**config.mk**
```make
export PLATFORM = sky130hd
export DESIGN_NAME = noc_axi4_bridge_ser_flat
export DESIGN_NICKNAME = d
export VERILOG_FILES = /design/src/rtl/noc_axi4_bridge_ser_pkg.sv /design/src/rtl/noc_axi4_bridge_ser_if.sv /design/src/rtl/noc_axi4_bridge_ser.sv /design/src/flat_wrapper.sv
export SDC_FILE = /design/constraint.sdc
export NUM_CORES = 2
export LEC_CHECK = 0
export CAP_MARGIN = 20
export CORE_AREA = 5 5 295 297
export CTS_CLUSTER_SIZE = 40
export DETAILED_ROUTE_END_ITERATION = 12
export DIE_AREA = 0 0 300 302
export HOLD_SLACK_MARGIN = 0.08
export PLACE_DENSITY = 0.73
export SKIP_LAST_GASP = 1
export SYNTH_ARGS = -nofsm -noshare
export SYNTH_HDL_FRONTEND = slang
export SYNTH_SLANG_ARGS = --single-unit
```
**constraint.sdc**
```tcl
create_clock -name clk -period 6.8 [get_ports clk]
set_input_delay 0.68 -clock clk [delete_from_list [all_inputs] [get_ports clk]]
set_output_delay 0.68 -clock clk [all_outputs]
set_load 0.05 [all_outputs]
```
**src/rtl/noc_axi4_bridge_ser_pkg.sv**
```systemverilog
// Shared noc_axi4 bridge definitions: widths, MSG_LENGTH field position, serializer states
// and the 64-bit byte-swap helper also used by the deserializer.
package noc_axi4_bridge_ser_pkg;

    localparam int NOC_DATA_WIDTH   = 64;
    localparam int AXI4_DATA_WIDTH  = 512;
    localparam int PAYLOAD_LEN      = AXI4_DATA_WIDTH / NOC_DATA_WIDTH;
    localparam int MAX_HDR_FLITS    = 3;
    localparam int MSG_HEADER_WIDTH = MAX_HDR_FLITS * NOC_DATA_WIDTH;
    localparam int MSG_LENGTH_LO    = 22;
    localparam int MSG_LENGTH_WIDTH = 8;
    // One extra bit so that MSG_LENGTH+1 never wraps at the top of the field.
    localparam int CNT_WIDTH        = MSG_LENGTH_WIDTH + 1;

    typedef enum logic [1:0] {
        IDLE,
        SEND_HDR,
        SEND_DATA
    } serState_e;

    function automatic logic [NOC_DATA_WIDTH-1:0] byteSwap64(input logic [NOC_DATA_WIDTH-1:0] word);
        logic [NOC_DATA_WIDTH-1:0] swapped;
        for (int b = 0; b < NOC_DATA_WIDTH / 8; b++) begin
            swapped[b*8 +: 8] = word[(NOC_DATA_WIDTH/8 - 1 - b)*8 +: 8];
        end
        return swapped;
    endfunction

endpackage

```
**src/rtl/noc_axi4_bridge_ser_if.sv**
```systemverilog
// Message-in / flit-out handshake bundle of the noc_axi4 bridge serializer.
interface noc_axi4_bridge_ser_if;
    import noc_axi4_bridge_ser_pkg::*;

    logic [MSG_HEADER_WIDTH-1:0] header_in;
    logic [AXI4_DATA_WIDTH-1:0]  data_in;
    logic                        in_val;
    logic                        in_rdy;
    logic [NOC_DATA_WIDTH-1:0]   flit_out;
    logic                        flit_out_val;
    logic                        flit_out_rdy;

    modport master (
        output header_in, data_in, in_val, flit_out_rdy,
        input  in_rdy, flit_out, flit_out_val
    );

    modport slave (
        input  header_in, data_in, in_val, flit_out_rdy,
        output in_rdy, flit_out, flit_out_val
    );

endinterface

```
**src/rtl/noc_axi4_bridge_ser.sv**
```systemverilog
// Serializes one header + AXI data beat into NoC flits under valid/ready.
// Define NOC_AXI4_SER_SWAP_EN to byte-reverse every data flit (header flits untouched).
module noc_axi4_bridge_ser
    import noc_axi4_bridge_ser_pkg::*;
#(
    parameter int HDR_FLITS         = 1,
    parameter int AXI2NOC_SER_ORDER = 0
) (
    input logic                  clk,
    input logic                  rst,
    noc_axi4_bridge_ser_if.slave bus
);

    localparam int HIDX_W = 2;
    localparam int DIDX_W = $clog2(PAYLOAD_LEN);

    serState_e                   state_q;
    logic [HIDX_W-1:0]           idx_q;
    logic [DIDX_W-1:0]           didx_q;
    logic [CNT_WIDTH-1:0]        hdrCnt_q;
    logic [CNT_WIDTH-1:0]        datCnt_q;
    logic [MSG_HEADER_WIDTH-1:0] header_q;
    logic [AXI4_DATA_WIDTH-1:0]  data_q;

    logic [CNT_WIDTH-1:0]        total;
    logic [CNT_WIDTH-1:0]        remain;
    logic [CNT_WIDTH-1:0]        hdrCnt_d;
    logic [CNT_WIDTH-1:0]        datCnt_d;

    logic [NOC_DATA_WIDTH-1:0]   hdrWords [MAX_HDR_FLITS];
    logic [NOC_DATA_WIDTH-1:0]   dataWords [PAYLOAD_LEN];
    logic [DIDX_W-1:0]           dataSel;
    logic [NOC_DATA_WIDTH-1:0]   dataFlit;
    logic [NOC_DATA_WIDTH-1:0]   flitOut;

    // Flit budget of the incoming message; over-long messages are clipped to one beat of data.
    always_comb begin
        total    = CNT_WIDTH'(bus.header_in[MSG_LENGTH_LO +: MSG_LENGTH_WIDTH]) + CNT_WIDTH'(1);
        hdrCnt_d = (total < CNT_WIDTH'(HDR_FLITS)) ? total : CNT_WIDTH'(HDR_FLITS);
        remain   = total - hdrCnt_d;
        datCnt_d = (remain < CNT_WIDTH'(PAYLOAD_LEN)) ? remain : CNT_WIDTH'(PAYLOAD_LEN);
    end

    always_comb begin
        for (int k = 0; k < MAX_HDR_FLITS; k++) begin
            hdrWords[k] = header_q[k*NOC_DATA_WIDTH +: NOC_DATA_WIDTH];
        end
        for (int k = 0; k < PAYLOAD_LEN; k++) begin
            dataWords[k] = data_q[k*NOC_DATA_WIDTH +: NOC_DATA_WIDTH];
        end
        dataSel = (AXI2NOC_SER_ORDER != 0) ? didx_q : DIDX_W'(PAYLOAD_LEN - 1) - didx_q;
`ifdef NOC_AXI4_SER_SWAP_EN
        dataFlit = byteSwap64(dataWords[dataSel]);
`else
        dataFlit = dataWords[dataSel];
`endif
        case (state_q)
            SEND_HDR:  flitOut = hdrWords[idx_q];
            SEND_DATA: flitOut = dataFlit;
            default:   flitOut = '0;
        endcase
    end

    always_ff @(posedge clk) begin
        if (rst) begin
            state_q  <= IDLE;
            idx_q    <= '0;
            didx_q   <= '0;
            hdrCnt_q <= '0;
            datCnt_q <= '0;
            header_q <= '0;
            data_q   <= '0;
        end else begin
            case (state_q)
                IDLE: begin
                    if (bus.in_val) begin
                        header_q <= bus.header_in;
                        data_q   <= bus.data_in;
                        hdrCnt_q <= hdrCnt_d;
                        datCnt_q <= datCnt_d;
                        idx_q    <= '0;
                        didx_q   <= '0;
                        state_q  <= SEND_HDR;
                    end
                end
                SEND_HDR: begin
                    if (bus.flit_out_rdy) begin
                        if (CNT_WIDTH'(idx_q) == hdrCnt_q - CNT_WIDTH'(1)) begin
                            idx_q   <= '0;
                            state_q <= (datCnt_q != '0) ? SEND_DATA : IDLE;
                        end else begin
                            idx_q <= idx_q + HIDX_W'(1);
                        end
                    end
                end
                SEND_DATA: begin
                    if (bus.flit_out_rdy) begin
                        if (CNT_WIDTH'(didx_q) == datCnt_q - CNT_WIDTH'(1)) begin
                            didx_q  <= '0;
                            state_q <= IDLE;
                        end else begin
                            didx_q <= didx_q + DIDX_W'(1);
                        end
                    end
                end
                default: state_q <= IDLE;
            endcase
        end
    end

    assign bus.in_rdy       = (state_q == IDLE) & ~rst;
    assign bus.flit_out_val = (state_q != IDLE);
    assign bus.flit_out     = flitOut;

endmodule

```
**src/flat_wrapper.sv**
```systemverilog
// flat-port wrapper written by rule: the top's interface ports become plain ports
module noc_axi4_bridge_ser_flat import noc_axi4_bridge_ser_pkg::*;
#(
    parameter int HDR_FLITS         = 1,
    parameter int AXI2NOC_SER_ORDER = 0
)
  (clk, rst, bus_header_in, bus_data_in, bus_in_val, bus_flit_out_rdy, bus_in_rdy, bus_flit_out, bus_flit_out_val);
  noc_axi4_bridge_ser_if bus_i ();
  input logic clk;
  input logic rst;
  input wire logic [$bits(bus_i.header_in)-1:0] bus_header_in;
  input wire logic [$bits(bus_i.data_in)-1:0] bus_data_in;
  input wire logic [$bits(bus_i.in_val)-1:0] bus_in_val;
  input wire logic [$bits(bus_i.flit_out_rdy)-1:0] bus_flit_out_rdy;
  output wire logic [$bits(bus_i.in_rdy)-1:0] bus_in_rdy;
  output wire logic [$bits(bus_i.flit_out)-1:0] bus_flit_out;
  output wire logic [$bits(bus_i.flit_out_val)-1:0] bus_flit_out_val;
  assign bus_i.header_in = bus_header_in;
  assign bus_i.data_in = bus_data_in;
  assign bus_i.in_val = bus_in_val;
  assign bus_i.flit_out_rdy = bus_flit_out_rdy;
  assign bus_in_rdy = bus_i.in_rdy;
  assign bus_flit_out = bus_i.flit_out;
  assign bus_flit_out_val = bus_i.flit_out_val;
  noc_axi4_bridge_ser #(.HDR_FLITS(HDR_FLITS), .AXI2NOC_SER_ORDER(AXI2NOC_SER_ORDER)) u_core (.clk(clk), .rst(rst), .bus(bus_i));
endmodule
```
After elaboration in Yosys (flattened, before gate mapping)
Index checks and enable logic that the tools add are counted.

storage, ports and cells
  bits in registers = 729
  bits of input ports = 708
  output and inout bits = 66

operators by class
  add/subtract/negate cells = 7
  magnitude comparators = 4
  equal/unequal tests = 9
  multiplexer cells = 24
  bitwise gates (word level) = 4
  reductions and logical operators = 9

operators with widths
  kind                                                                           number
  64-bit two-way mux                                                             4
  64-bit binary-select mux with 3-bit select                                     1
  64-bit binary-select mux with 2-bit select                                     1
  64-bit case mux with 2 select lines                                            1
  2-bit two-way mux                                                              9
  9-bit two-way mux                                                              2
  9-bit by 1-bit subtractor with 9-bit output (second input constant)            2
  8-bit by 1-bit adder with 9-bit output (second input constant)                 1
  2-bit by 9-bit equality test with 1-bit output                                 1
  3-bit by 9-bit equality test with 1-bit output                                 1
  9-bit by 1-bit less-than comparator with 1-bit output (second input constant)  1
  9-bit by 4-bit less-than comparator with 1-bit output (second input constant)  1
  3-bit two-way mux                                                              3
  9-bit nonzero test                                                             1
  9-bit subtractor                                                               1
  2-bit != test (second input constant)                                          3
  2-bit case mux with 3 select lines                                             1
  3-bit case mux with 2 select lines                                             1
  3-bit AND reduction                                                            2
  2-bit nonzero test                                                             3
  5-bit AND reduction                                                            1
  4-bit >= comparator (second input constant)                                    1
  2-bit by 1-bit != test with 1-bit output (second input constant)               2
  3-bit NOT with 4-bit output                                                    1
  other kinds (12)                                                               12

Depth between registers and ports, before layout
  depth in word-level cells = 6
  mapped depth = 12
  depth with buffers taken out = 11

Least setup slack after synthesis
OpenSTA, ideal clock, no wires.

  path type = input to register
  start point = input port bus_header_in[22]
  end point = register u_core.datCnt_q[2]
  setup time = 0.084 ns
  data arrival time = 3.194 ns
  slack = 3.522 ns
  stages on the path = 12
  buffers on the path = 1
  cells stage by stage = ha_1 buf_6 xnor2_1 o211ai_1 a22oi_2 inv_1 ha_1 nor2b_1 a2111oi_0 a311oi_1 or4_4 o31ai_2

on the way
  cells in the longest elaborated chain, start to end = 6

ends and longest elaborated chain
  what                                                   RTL line                   source
  start: declaration                                     flat_wrapper.sv:11         input wire logic [$bits(bus_i.header_in)-1:0] bus_header_in;
  8-bit by 1-bit adder with 9-bit output (*)             noc_axi4_bridge_ser.sv:38  total = CNT_WIDTH'(bus.header_in[MSG_LENGTH_LO +: MSG_LENGTH_WIDTH]) + CNT_WIDTH'(1);
  9-bit by 1-bit less-than comparator with 1-bit output  noc_axi4_bridge_ser.sv:39  hdrCnt_d = (total < CNT_WIDTH'(HDR_FLITS)) ? total : CNT_WIDTH'(HDR_FLITS);
  9-bit two-way mux                                      noc_axi4_bridge_ser.sv:39
  9-bit subtractor (*)                                   noc_axi4_bridge_ser.sv:40  remain = total - hdrCnt_d;
  9-bit by 4-bit less-than comparator with 1-bit output  noc_axi4_bridge_ser.sv:41  datCnt_d = (remain < CNT_WIDTH'(PAYLOAD_LEN)) ? remain : CNT_WIDTH'(PAYLOAD_LEN);
  9-bit two-way mux (*)                                  noc_axi4_bridge_ser.sv:41
  end signal: assignment                                 noc_axi4_bridge_ser.sv:80  datCnt_q <= datCnt_d;
  end: declaration                                       noc_axi4_bridge_ser.sv:21  logic [CNT_WIDTH-1:0] datCnt_q;

Mark *: on every way between the ends. The rest lies on a longest branch, timed or not.
A chain may end at the register's enable or synchronous reset.

Worst setup path in the final report
  start point = register u_core.didx_q[1]
  end point = output port bus_flit_out[0]

on the way
  cells in the longest elaborated chain, start to end = 6

ends and longest elaborated chain
  what                                                    RTL line                    source
  start: declaration                                      noc_axi4_bridge_ser.sv:19   logic [DIDX_W-1:0] didx_q;
  start signal: assignment                                noc_axi4_bridge_ser.sv:102  didx_q <= didx_q + DIDX_W'(1);
  3-bit subtractor                                        noc_axi4_bridge_ser.sv:51   dataSel = (AXI2NOC_SER_ORDER != 0) ? didx_q : DIDX_W'(PAYLOAD_LEN - 1) - didx_q;
  3-bit NOT with 4-bit output (implied by the code)       noc_axi4_bridge_ser.sv:55   dataFlit = dataWords[dataSel];
  64-bit binary-select mux with 3-bit select              noc_axi4_bridge_ser.sv:55
  64-bit two-way mux (implied by the code) (2 in series)  noc_axi4_bridge_ser.sv:55
  64-bit case mux with 2 select lines                     noc_axi4_bridge_ser.sv:57   case (state_q)
  end: declaration                                        flat_wrapper.sv:16          output wire logic [$bits(bus_i.flit_out)-1:0] bus_flit_out;

Every way passes these cells. The select of a mux whose other input is x is not followed.

==> impl_metrics.env <==
export IMPL_slew_headroom_pct=10.72
export IMPL_rows=107
export IMPL_reg2reg_depth=6
export IMPL_via_count=29907
export IMPL_yosys_area_top_type="dfxtp_1"
export IMPL_period_share_pct=70.43
export IMPL_ys_ff_latch=729
export IMPL_async_flop_share_pct=0
export IMPL_worstPathRequired_ps=6120
export IMPL_worstPathArrival_ps=4110
export IMPL_r2r_end="u_core.state_q[0]"
export IMPL_fillers=7996
export IMPL_port_buffers=773
export IMPL_cts_sinks=729
export IMPL_multi_input_area_um2=15550
export IMPL_synth_seq_area_share_pct=46.42
export IMPL_fin_cells=5571
export IMPL_critical_path_endpoint_type="output port"
export IMPL_avgSynthCellArea_um2=8.187
export IMPL_finalWorstSetupSlack_ps=2011
export IMPL_syn_num_nets=4557
export IMPL_cts_tree="done"
export IMPL_routed_top_layer="met5"
export IMPL_first_pass_iters=6
export IMPL_placed_cells=5407
export IMPL_yosys_area_top_type_share_pct=46.42
export IMPL_rrSetupSlack_ps=3940
export IMPL_critPathKind="reg -> out"
export IMPL_peakVddDrop_v=0.0002947
export IMPL_leakage_nw=15.13
export IMPL_dr_wl_met3_um=10060
export IMPL_wl_um=132400
export IMPL_powerDensity_nw_per_um2=316.5
export IMPL_avgViaCountPerCell=5.368
export IMPL_hold_viol=0
export IMPL_die_area_um2=90600
export IMPL_cts_buffers=81
export IMPL_drc=0
export IMPL_cts_max_level=3
export IMPL_post_place_ws_ps=2433
export IMPL_clk_pin_slew_ps=60
export IMPL_grt_pass1_wl_um=186300
export IMPL_hold_start="u_core.data_q[173]"
export IMPL_period_needed_ps=4789
export IMPL_whs_endpoint="u_core.data_q[173]"
export IMPL_yosysWarningCount=0
export IMPL_r2r_start="u_core.didx_q[0]"
export IMPL_drive_gt1_share_pct=8.255
export IMPL_cts_resized=0
export IMPL_wl_met1_um=51030
export IMPL_dr_wl_met2_um=64510
export IMPL_hold_buffers=0
export IMPL_rsz0062_at_grt="false"
export IMPL_place_congestion=0.8992
export IMPL_root_buffer="clkbuf_16"
export IMPL_antenna_found_initial=37
export IMPL_die_h_um=302
export IMPL_max_freq_mhz=208.8
export IMPL_synth_edff_count=0
export IMPL_grt_total_usage_pct=27.55
export IMPL_grt_max_degree=238
export IMPL_final_nets=5117
export IMPL_whs_path_depth=2
export IMPL_fin_hold_ws_ps=451.5
export IMPL_status="complete, no violations"
export IMPL_final_setup_viol_count=0
export IMPL_overflow=0
export IMPL_tightest_slew_ps=1325
export IMPL_slew_viol_final=0
export IMPL_die_w_um=300
export IMPL_initial_core_util_pct=37.27
export IMPL_synth_area_um2=31440
export IMPL_first_iter_violations=2750
export IMPL_clk_latency_ps=620
export IMPL_grt_pass1_vias=28699
export IMPL_core_area_um2=84340
export IMPL_cts_setup_buffers=0
export IMPL_synthDistinctLibCells=62
export IMPL_register_area_um2=14610
export IMPL_start_kind="register"
export IMPL_ys_top_cells_by_area="dfxtp_1 (46%), nand2_1 (18%), a21oi_1 (11%)"
export IMPL_crit_fanout=47
export IMPL_hold_path_class="reg -> reg"
export IMPL_avgRoutedWirePerCell_um=23.77
export IMPL_netlist_instances=3840
export IMPL_setup_tns_ps=0
export IMPL_finClkSkew_ps=19.37
export IMPL_ys_flop_type="dfxtp_1"
export IMPL_antenna_left=0
export IMPL_hpwl_um=98490
export IMPL_clk_path_buf_depth=3
export IMPL_area_growth_pct=35.26
export IMPL_boundaryPins=774
export IMPL_maxCapViolCount=0
[metal layers]
metal  vias up  global-route usage, %
met5         -                      0
met4        14                  12.86
met3       271                  5.333
met2      1281                  47.16
met1     14322                  33.65
li1      14019                      -
[worst max-delay path, stage by stage, from the launching register on]
cell,delay [ps]
dfxtp_4,990
buf_12,360
mux4_2,540
mux2_2,380
a22oi_1,330
nor2b_1,100
clkdlybuf4s50_1,720
[layout make-up]
type,instances,area share (%)
Multi-Input combinational cell,2770,36.58
Sequential cell,729,34.36
Timing Repair Buffer,803,19.09
Clock buffer,121,5.644
Tap cell,1090,3.207
Clock inverter,20,0.8445
Antenna cell,23,0.1354
Inverter,15,0.1324
[sequential cells by signal, indices dropped and copies added (netlist names)]
register,cells
u_core.datCnt_q,9
u_core.header_q,192
u_core.idx_q,2
u_core.state_q,2
u_core.hdrCnt_q,9
u_core.didx_q,3
u_core.data_q,512
[report_power, final]
group	switching, mW	leakage, nW	internal [mW]
Combinational	2.26	7.79	1.35
Clock	1.80	1.35	2.75
Sequential	0.400	5.99	4.90
Total	4.46	15.1	9.00
[stage by stage]
| stage | power [mW] | instance area [µm²] | util [%] |
|---|---|---|---|
| CTS | 13.50 | 42460 | 50.34 |
| global placement | 8.906 | 39700 | 47.07 |
| detailed placement | 8.975 | 39700 | 47.07 |
| floorplan | 7.455 | 31440 | - |
| global route | 14.03 | 42510 | 50.40 |
| finish | 13.46 | 42520 | 50.41 |
[how the worst max path moves through the flow]
stage | from | endpoint | slack, ps | cells past startpoint
after floorplan | bus_header_in[22] | u_core.datCnt_q[2] | 3520 | 12
after global placement | bus_header_in[22] | u_core.datCnt_q[2] | 2420 | 12
after detailed placement | bus_header_in[22] | u_core.datCnt_q[2] | 2430 | 12
after CTS | u_core.didx_q[1] | bus_flit_out[0] | 1930 | 6
after global routing | u_core.didx_q[1] | bus_flit_out[0] | 1790 | 6
final | u_core.didx_q[1] | bus_flit_out[0] | 2010 | 6
[cell usage after synthesis (5+ instances only)]
library cell and count:
nand2_1 1489, dfxtp_1 729, a21oi_1 711, clkbuf_1 273, mux4_2 128, o21ai_0 67
a22oi_1 66, nor2b_1 66, mux2_2 64, mux2i_1 64, buf_1 27, buf_2 21
inv_1 15, nor2_1 12, and3_1 11, ha_1 9, nor3_1 6, a31oi_1 5
nand2b_1 5, xor2_1 5
[cell usage in the layout (no fill, tap or decap), drive strengths merged, types with 65 or more instances in the layout]
cell              n
clkdlybuf4s50   772
a22oi            67
dfxtp           729
clkbuf          121
o21ai            69
a21oi           711
nor2b            66
mux2             65
mux4            128
nand2          1490
[kinds of logic (layout without fill, tap and decap cells)]
family,count (synthesis),after routing,synth area share (%)
compound gates,878,878,14.84
buf+inv,341,959,4.239
mux,257,257,13.55
simple gates,1618,1618,20.37
other cells,0,23,0
fa+ha+maj,9,9,0.3582
flops,729,729,46.42
xor+xnor,8,8,0.2229
Power figures use the tool's default switching activity.
